## config.mk

```make
export PLATFORM = sky130hd
export DESIGN_NAME = audio_frame_sequencer
export DESIGN_NICKNAME = d
export VERILOG_FILES = /design/src/rtl/audio_frame_sequencer.sv
export SDC_FILE = /design/constraint.sdc
export NUM_CORES = 1
export LEC_CHECK = 0
export CAP_MARGIN = 20
export CELL_PAD_IN_SITES_DETAIL_PLACEMENT = 0
export CELL_PAD_IN_SITES_GLOBAL_PLACEMENT = 1
export CORE_ASPECT_RATIO = 1.75
export CORE_MARGIN = 2
export CORE_UTILIZATION = 30
export CTS_CLUSTER_SIZE = 16
export DETAILED_ROUTE_END_ITERATION = 7
export GPL_TIMING_DRIVEN = 0
export PLACE_DENSITY_LB_ADDON = 0.1
export SETUP_SLACK_MARGIN = 0.05
export SYNTH_ARGS = -nofsm -noshare
export SYNTH_HDL_FRONTEND = slang
export SYNTH_SLANG_ARGS = --single-unit
```

## constraint.sdc

```tcl
create_clock -name CLOCK_50 -period 5.65 [get_ports CLOCK_50]
set_clock_uncertainty 0.15 [all_clocks]
set_input_delay 1.4125 -clock CLOCK_50 [delete_from_list [all_inputs] [get_ports CLOCK_50]]
set_output_delay 1.4125 -clock CLOCK_50 [all_outputs]
set_load 0.02 [all_outputs]
```

## src/rtl/audio_frame_sequencer.sv

```systemverilog
// Frame sequencer between the codec read/write handshake and the stereo
// moving-average datapath. Every output is a register loaded from the *_nxt
// values computed by the FSM process, so each strobe is high during exactly
// the state it belongs to (read/dp_valid in ISSUE, dp_flush in FLUSH, write
// in the IDLE cycle that follows WAIT_WR).
module audio_frame_sequencer #(
    parameter int MAX_LOG2N     = 6,
    parameter int DEFAULT_LOG2N = 6,
    parameter int TIMEOUT       = 64
) (
    input  logic        CLOCK_50,
    input  logic        reset,
    input  logic        read_ready,
    input  logic        write_ready,
    input  logic [23:0] readdata_left,
    input  logic [23:0] readdata_right,
    output logic        read,
    output logic        write,
    output logic [23:0] writedata_left,
    output logic [23:0] writedata_right,
    input  logic [2:0]  cfg_log2n,
    output logic        dp_valid,
    output logic        dp_push,
    output logic        dp_pop,
    output logic        dp_flush,
    output logic [23:0] dp_left,
    output logic [23:0] dp_right,
    input  logic        dp_done,
    input  logic [23:0] dp_res_left,
    input  logic [23:0] dp_res_right,
    output logic        busy,
    output logic        timeout_err,
    output logic [15:0] frame_cnt
);
    // fill_cnt must be able to hold the full window 2**MAX_LOG2N
    localparam int FW = MAX_LOG2N + 1;
    localparam int TW = (TIMEOUT > 1) ? $clog2(TIMEOUT) : 1;
    localparam logic [2:0]    MAX_L     = 3'(MAX_LOG2N);
    localparam logic [2:0]    DEF_L     = 3'(DEFAULT_LOG2N);
    localparam logic [TW-1:0] WAIT_LAST = TW'(TIMEOUT - 1);

    typedef enum logic [2:0] {
        IDLE,
        FLUSH,
        ISSUE,
        WAIT_DP,
        WAIT_WR
    } state_t;

    state_t        state, state_nxt;
    logic [2:0]    active_log2n, active_nxt;
    logic [FW-1:0] fill_cnt, fill_nxt;
    logic [TW-1:0] wait_cnt, wait_nxt;

    logic          read_nxt, write_nxt, valid_nxt, push_nxt, pop_nxt, flush_nxt;
    logic          busy_nxt, terr_nxt;
    logic [23:0]   dp_left_nxt, dp_right_nxt, wd_left_nxt, wd_right_nxt;
    logic [15:0]   frame_nxt;

    logic [2:0]    cfg_clamped;
    logic [FW-1:0] window;

    assign cfg_clamped = (cfg_log2n > MAX_L) ? MAX_L : cfg_log2n;
    assign window      = FW'(1) << active_log2n;

    // state register
    always_ff @(posedge CLOCK_50) begin
        if (reset) state <= IDLE;
        else       state <= state_nxt;
    end

    // next state plus the next value of every registered output and counter
    always_comb begin
        state_nxt    = state;
        active_nxt   = active_log2n;
        fill_nxt     = fill_cnt;
        wait_nxt     = wait_cnt;
        dp_left_nxt  = dp_left;
        dp_right_nxt = dp_right;
        wd_left_nxt  = writedata_left;
        wd_right_nxt = writedata_right;
        terr_nxt     = timeout_err;
        frame_nxt    = frame_cnt;
        read_nxt     = 1'b0;
        write_nxt    = 1'b0;
        valid_nxt    = 1'b0;
        push_nxt     = 1'b0;
        pop_nxt      = 1'b0;
        flush_nxt    = 1'b0;

        case (state)
            IDLE: begin
                // a window change wins over a pending sample so the new
                // window never mixes with samples from the old one
                if (cfg_clamped != active_log2n) begin
                    active_nxt = cfg_clamped;
                    fill_nxt   = '0;
                    flush_nxt  = 1'b1;
                    state_nxt  = FLUSH;
                end else if (read_ready) begin
                    dp_left_nxt  = readdata_left;
                    dp_right_nxt = readdata_right;
                    read_nxt     = 1'b1;
                    valid_nxt    = 1'b1;
                    push_nxt     = 1'b1;
                    pop_nxt      = (fill_cnt == window);
                    state_nxt    = ISSUE;
                end
            end
            FLUSH: state_nxt = IDLE;
            ISSUE: begin
                // priming: count pushes until the window is full, then hold
                if (fill_cnt < window) fill_nxt = fill_cnt + FW'(1);
                wait_nxt  = '0;
                state_nxt = WAIT_DP;
            end
            WAIT_DP: begin
                if (dp_done) begin
                    wd_left_nxt  = dp_res_left;
                    wd_right_nxt = dp_res_right;
                    state_nxt    = WAIT_WR;
                end else if (wait_cnt == WAIT_LAST) begin
                    // abandon the frame but still hand the codec a sample
                    wd_left_nxt  = '0;
                    wd_right_nxt = '0;
                    terr_nxt     = 1'b1;
                    state_nxt    = WAIT_WR;
                end else begin
                    wait_nxt = wait_cnt + TW'(1);
                end
            end
            WAIT_WR: begin
                if (write_ready) begin
                    write_nxt = 1'b1;
                    frame_nxt = frame_cnt + 16'd1;
                    state_nxt = IDLE;
                end
            end
            default: state_nxt = IDLE;
        endcase

        busy_nxt = (state_nxt != IDLE);
    end

    // counters and registered outputs
    always_ff @(posedge CLOCK_50) begin
        if (reset) begin
            active_log2n    <= DEF_L;
            fill_cnt        <= '0;
            wait_cnt        <= '0;
            read            <= 1'b0;
            write           <= 1'b0;
            dp_valid        <= 1'b0;
            dp_push         <= 1'b0;
            dp_pop          <= 1'b0;
            dp_flush        <= 1'b0;
            dp_left         <= '0;
            dp_right        <= '0;
            writedata_left  <= '0;
            writedata_right <= '0;
            busy            <= 1'b0;
            timeout_err     <= 1'b0;
            frame_cnt       <= '0;
        end else begin
            active_log2n    <= active_nxt;
            fill_cnt        <= fill_nxt;
            wait_cnt        <= wait_nxt;
            read            <= read_nxt;
            write           <= write_nxt;
            dp_valid        <= valid_nxt;
            dp_push         <= push_nxt;
            dp_pop          <= pop_nxt;
            dp_flush        <= flush_nxt;
            dp_left         <= dp_left_nxt;
            dp_right        <= dp_right_nxt;
            writedata_left  <= wd_left_nxt;
            writedata_right <= wd_right_nxt;
            busy            <= busy_nxt;
            timeout_err     <= terr_nxt;
            frame_cnt       <= frame_nxt;
        end
    end
endmodule

```

# Word-level counts from Yosys, hierarchy flattened
# Index checks and enable logic that the tools add are counted.
[word_totals]
input_bits = 104
elab_cells = 71
reg_bits = 137
output_inout_bits = 120
[classes]
muxes = 19
n_lt_le_gt_ge = 2
addsub = 3
n_bitwise = 5
eq_ne = 10
shift = 1
n_reduce_logical = 16
[ops]
columns = ["operator", "n"]
rows = [
  ["$mux W24", 3],
  ["$mux W3", 6],
  ["$add A16 B1 Y16 const B", 1],
  ["$mux W7", 2],
  ["$pmux W7 S2", 1],
  ["$mux W6", 2],
  ["$pmux W3 S4", 1],
  ["$pmux W6 S2", 1],
  ["$reduce_and A3 Y1", 4],
  ["$ne A2 B2 Y1 const B", 4],
  ["$add A7 B1 Y7 const B", 1],
  ["$eq A7 B7 Y1", 1],
  ["$lt A7 B7 Y1", 1],
  ["$shl A1 B3 Y7 const A", 1],
  ["$add A6 B1 Y6 const B", 1],
  ["$eq A3 B2 Y1 const B", 2],
  ["$eq A6 B6 Y1 const B", 1],
  ["$reduce_and A2 Y1", 3],
  ["$reduce_bool A2 Y1", 3],
  ["$not A1 Y1", 5],
  ["$reduce_or A2 Y1", 2],
  ["$reduce_or A4 Y1", 1],
  ["$eq A3 B3 Y1 const B", 1],
  ["$gt A3 B3 Y1 const B", 1],
  ["5 further kinds", 7],
]

# Logic depth before layout (Yosys ltp)
[depth]
ltp_word = 6
mapped_depth = 10
depth_no_buf = 8

# Worst setup path before layout
# OpenSTA, ideal clock, no wires.
[synth_path]
kind = "input-to-reg"
start = "input cfg_log2n[0]"
end = "register dp_left[0]"
stages = 7
setup_slack_ps = 2918
required_time_ps = 5372
n_path_buf = 2
arrival_time_ps = 2454
cell_sequence = "xor2_1 o22ai_1 o211ai_1 buf_4 buf_6 mux2i_1 nor2_1"
[synth_via]
elab_chain_cells = 5
[synth_lines]
columns = ["item", "line_no", "rtl"]
rows = [
  ["start: declaration", "21", "input logic [2:0] cfg_log2n,"],
  ["$gt A3 B3 Y1", "63", "assign cfg_clamped = (cfg_log2n > MAX_L) ? MAX_L : cfg_log2n;"],
  ["$mux W3 *", "63", ""],
  ["$ne A3 B3 Y1 *", "95", "if (cfg_clamped != active_log2n) begin"],
  ["$not A1 Y1 (no source line) *", "-", ""],
  ["$reduce_and A3 Y1 (no source line) *", "-", ""],
  ["end signal: assignment", "174", "dp_left <= dp_left_nxt;"],
  ["end: declaration", "26", "output logic [23:0] dp_left,"],
]
# Mark *: on every way between the ends. The rest lies on a longest branch, timed or not.
# A chain may end at the register's enable or synchronous reset.

# Worst setup path after layout
[layout_path]
start = "input dp_done"
end = "register writedata_left[10]"
[layout_via]
elab_chain_cells = 2
word_cells_on_any_way = 3
cone_classes = "mux: 1; reduce/logical: 2"
[layout_lines]
columns = ["item", "line_no", "rtl"]
rows = [
  ["start: declaration", "28", "input logic dp_done,"],
  ["$reduce_bool A2 Y1 (no source line)", "-", ""],
  ["$reduce_and A2 Y1 (no source line)", "-", ""],
  ["end signal: assignment", "176", "writedata_left <= wd_left_nxt;"],
  ["end: declaration", "19", "output logic [23:0] writedata_left,"],
]
# Parallel ways exist; a longest one is shown, timed or not.

==> qor.txt <==
Yosys reg bits - 137
Setup TNS - 0 ns
Yosys cell types - 46
Most common cell after layout, fill and taps aside - clkdlybuf4s50_1
Initial antenna violation count - 1
Syn_area_per_cell - 9.67 sq um
Clock Power Share - 46.6%
Required time worst endpoint - 5.85 ns
Clock Root Buffer - clkbuf_16
Vias post-DR - 4876
GRT Overall Usage - 18.0%
Power Density - 291 nW/um^2
Worst vdd ir - 0.000159 V
Setup WS post-layout - 2.56 ns
Iter 0 DRT Violations - 130
Max cap viols - 0
Syn nets - 667
Switching Share - 23.5%
Core area - 17500 sq um
DR DRC count - 0
Vias in the first global route - 5202
Nets - 909
Global-route wire length before repair - 26900 um
Rows - 64
Final Max Tran Viols - 0
CP max-delay cell - clkdlybuf4s50_1
Post-route ant nets - 0
Congestion Overflow GR - 0
Post-synth EDFFs - 0
# hold bufs at CTS - 0
Largest net degree at the start of global routing - 17
HPWL after DPL - 12700 um
Setup CP Type - input pin to flip-flop
Buf/Inv on CP - 3
Comb power frac - 12.7%
Top Metal Used - met4
Clock transition at path regs - 0.06 ns
Yosys warns - 0
Setup bufs post-CTS - 0
Critical-path cell list - clkdlybuf4s50_1, o21bai_1, nand3_1, clkbuf_1, buf_2, a22oi_1, nor2_1
Part of the power in registers - 40.7%
Internal power - 0.00189 W
Die area - 19000 sq um
Clk_lat worst skew - 0.41 ns
Metal-1 WL - 5960 um
Post-DP Area - 7870 sq um
Cells after DPL - 1007
Worst rel slew slack - 46.2%
Drt total wl - 16500 um
# clock sinks - 137
Starting Density - 30.6%
Worst path arrival time - 3.29 ns
Port buffer count - 223
Synthesis-to-finish area growth - 58.7%
CTS Buffer Depth - 2
Post-route design area - 8490 sq um
GP Congestion - 0.779
TritonCTS clock tree - done
Max Clk Rate - 0.324 GHz
P_sw - 0.000581 W
Crit path launch type - input pin
Seq/Total Area, Yosys - 51.3%
WL met2 - 8980 um
Non-Filler Instances - 1040
Vias per cell - 4.69
Final setup viols - 0
Share of cells above drive strength 1 - 6.93%
H-tree depth - 4
Drt wl/cell - 15.9 um
# IOs - 224
First drt pass iteration count - 4
Die Y - 181 um
Cells after synthesis - 553
Syn Std Cell Area - 5350 sq um
Final Util - 48.6%
Most frequent cells in the layout - 223 x clkdlybuf4s50_1, 137 x dfxtp_1, 124 x nor2_1, 49 x a22oi_1, 49 x mux2i_1
Die width - 105 um
RSZ-0062 raised after global routing - no
Minimum clock period - 3.09 ns
Ys async rst share - 0%
Run status - completed
Post_cts resized - 0
Least-Margin Pin Slew - 0.801 ns
Top Family by Delay on Critical Path - buffers and inverters
Critical path capture point type - flip-flop
Final Hold Viols - 0
Met3 WL - 1160 um
Max FO, Critical Path - 10
Fin crit share - 54.6%
Max incr delay on CP - 0.45 ns
Prevailing post-synth register cell - dfxtp_1
CTS buffer count - 17
DP Worst Slack - 2.09 ns
Leakage - 3.36 nW
Worst hold-check path type - flip-flop to flip-flop
==> worst paths after layout <==
check | start | end | slack (ns) | depth (start not counted)
setup / recovery | dp_done | writedata_left[10] | 2.56 | 7
hold / removal | dp_right[19] | dp_right[19] | 0.34 | 2
setup reg to reg | active_log2n[2] | fill_cnt[5] | 2.94 | 7
hold reg to reg | dp_right[19] | dp_right[19] | 0.34 | 2
==> flip-flops by register name, summed over array words and instances, names as in the netlist <==
signal,cells
writedata_right,24
dp_left,24
active_log2n,3
dp_pop,1
dp_push,1
state,3
dp_flush,1
timeout_err,1
fill_cnt,7
dp_right,24
writedata_left,24
write,1
wait_cnt,6
frame_cnt,16
busy,1
==> synth_stat cells, types with 2 or more instances <==
master      n  area share [%]
nand4_1     7            0.82
a21oi_1    19             1.8
or3_1       8            0.94
buf_2       8            0.75
xnor2_1     8             1.3
xor2_1      7             1.1
clkbuf_1   21             1.5
buf_4       3            0.42
and2_1      2            0.23
mux2i_1    49             9.2
a22oi_1    49             6.9
ha_1       10             2.3
nor4_2      2            0.47
or4_1       3            0.42
o21ai_0    10            0.94
nor2b_1     4            0.47
nand3b_1    3            0.42
o31ai_1     3            0.42
and3_1      5            0.58
o21a_1      2            0.28
nor3_1      9            0.84
a211o_1     2            0.33
o21bai_1    2            0.28
inv_1       5            0.35
nand3_1    11             1.0
nand2_1    14            0.98
buf_6       5             1.1
dfxtp_1   137              51
o211ai_1    2            0.28
a21o_1      3            0.42
nor2_1    124             8.7
or3b_2      2            0.33
==> per-layer routing <==
layer | GRT usage, % | up-vias
li1 | - | 2418
met4 | 7.89 | 0
met5 | 0 | -
met3 | 6.33 | 30
met1 | 17.6 | 2270
met2 | 33.5 | 158
==> power by group through the flow <==
stage          Combinational, W  Sequential, W  Clock (W)
2_1_floorplan          0.000136        0.00105          0
3_3_place_gp           0.000313        0.00103          0
3_5_place_dp           0.000316        0.00103          0
4_1_cts                0.000317        0.00101    0.00118
5_1_grt                0.000341        0.00101    0.00122
6_report               0.000314        0.00101    0.00115
==> tightest hold or removal path, delay by kind of cell (launching register included) <==
kind	cells	cell delay, ns
simple gates	1	0.07
flops	1	0.32
mux	1	0.07
==> stage by stage <==
stage | hold slack [ns] | power [W]
6_report | 0.342 | 0.00247
5_1_grt | 0.356 | 0.00257
4_1_cts | 0.342 | 0.00250
3_5_place_dp | 0.333 | 0.00134
3_3_place_gp | 0.314 | 0.00134
2_1_floorplan | 0.302 | 0.00119
==> final cells by class <==
| class | count | area, sq um |
|---|---|---|
| timing repair buffer | 223 | 2230 |
| inverter | 5 | 18.8 |
| fill | 1748 | 8970 |
| buffer | 39 | 224 |
| antenna | 1 | 2.50 |
| clock inverter | 10 | 141 |
| tap | 231 | 289 |
| multi-input combinational | 372 | 2360 |
| clock buffer | 22 | 474 |
| sequential | 137 | 2740 |
==> logic make-up (layout without fill, tap and decap cells) <==
| logic type | count (synthesis) | count (layout) | synth area share [%] |
|---|---|---|---|
| flops | 137 | 137 | 51.3 |
| other cells | 0 | 1 | 0 |
| fa+ha+maj | 10 | 10 | 2.34 |
| simple gates | 200 | 200 | 17.3 |
| compound gates | 98 | 98 | 12.9 |
| mux | 49 | 49 | 9.17 |
| xor+xnor | 15 | 15 | 2.46 |
| buf+inv | 44 | 299 | 4.54 |
(Power assumes the default switching activity.)
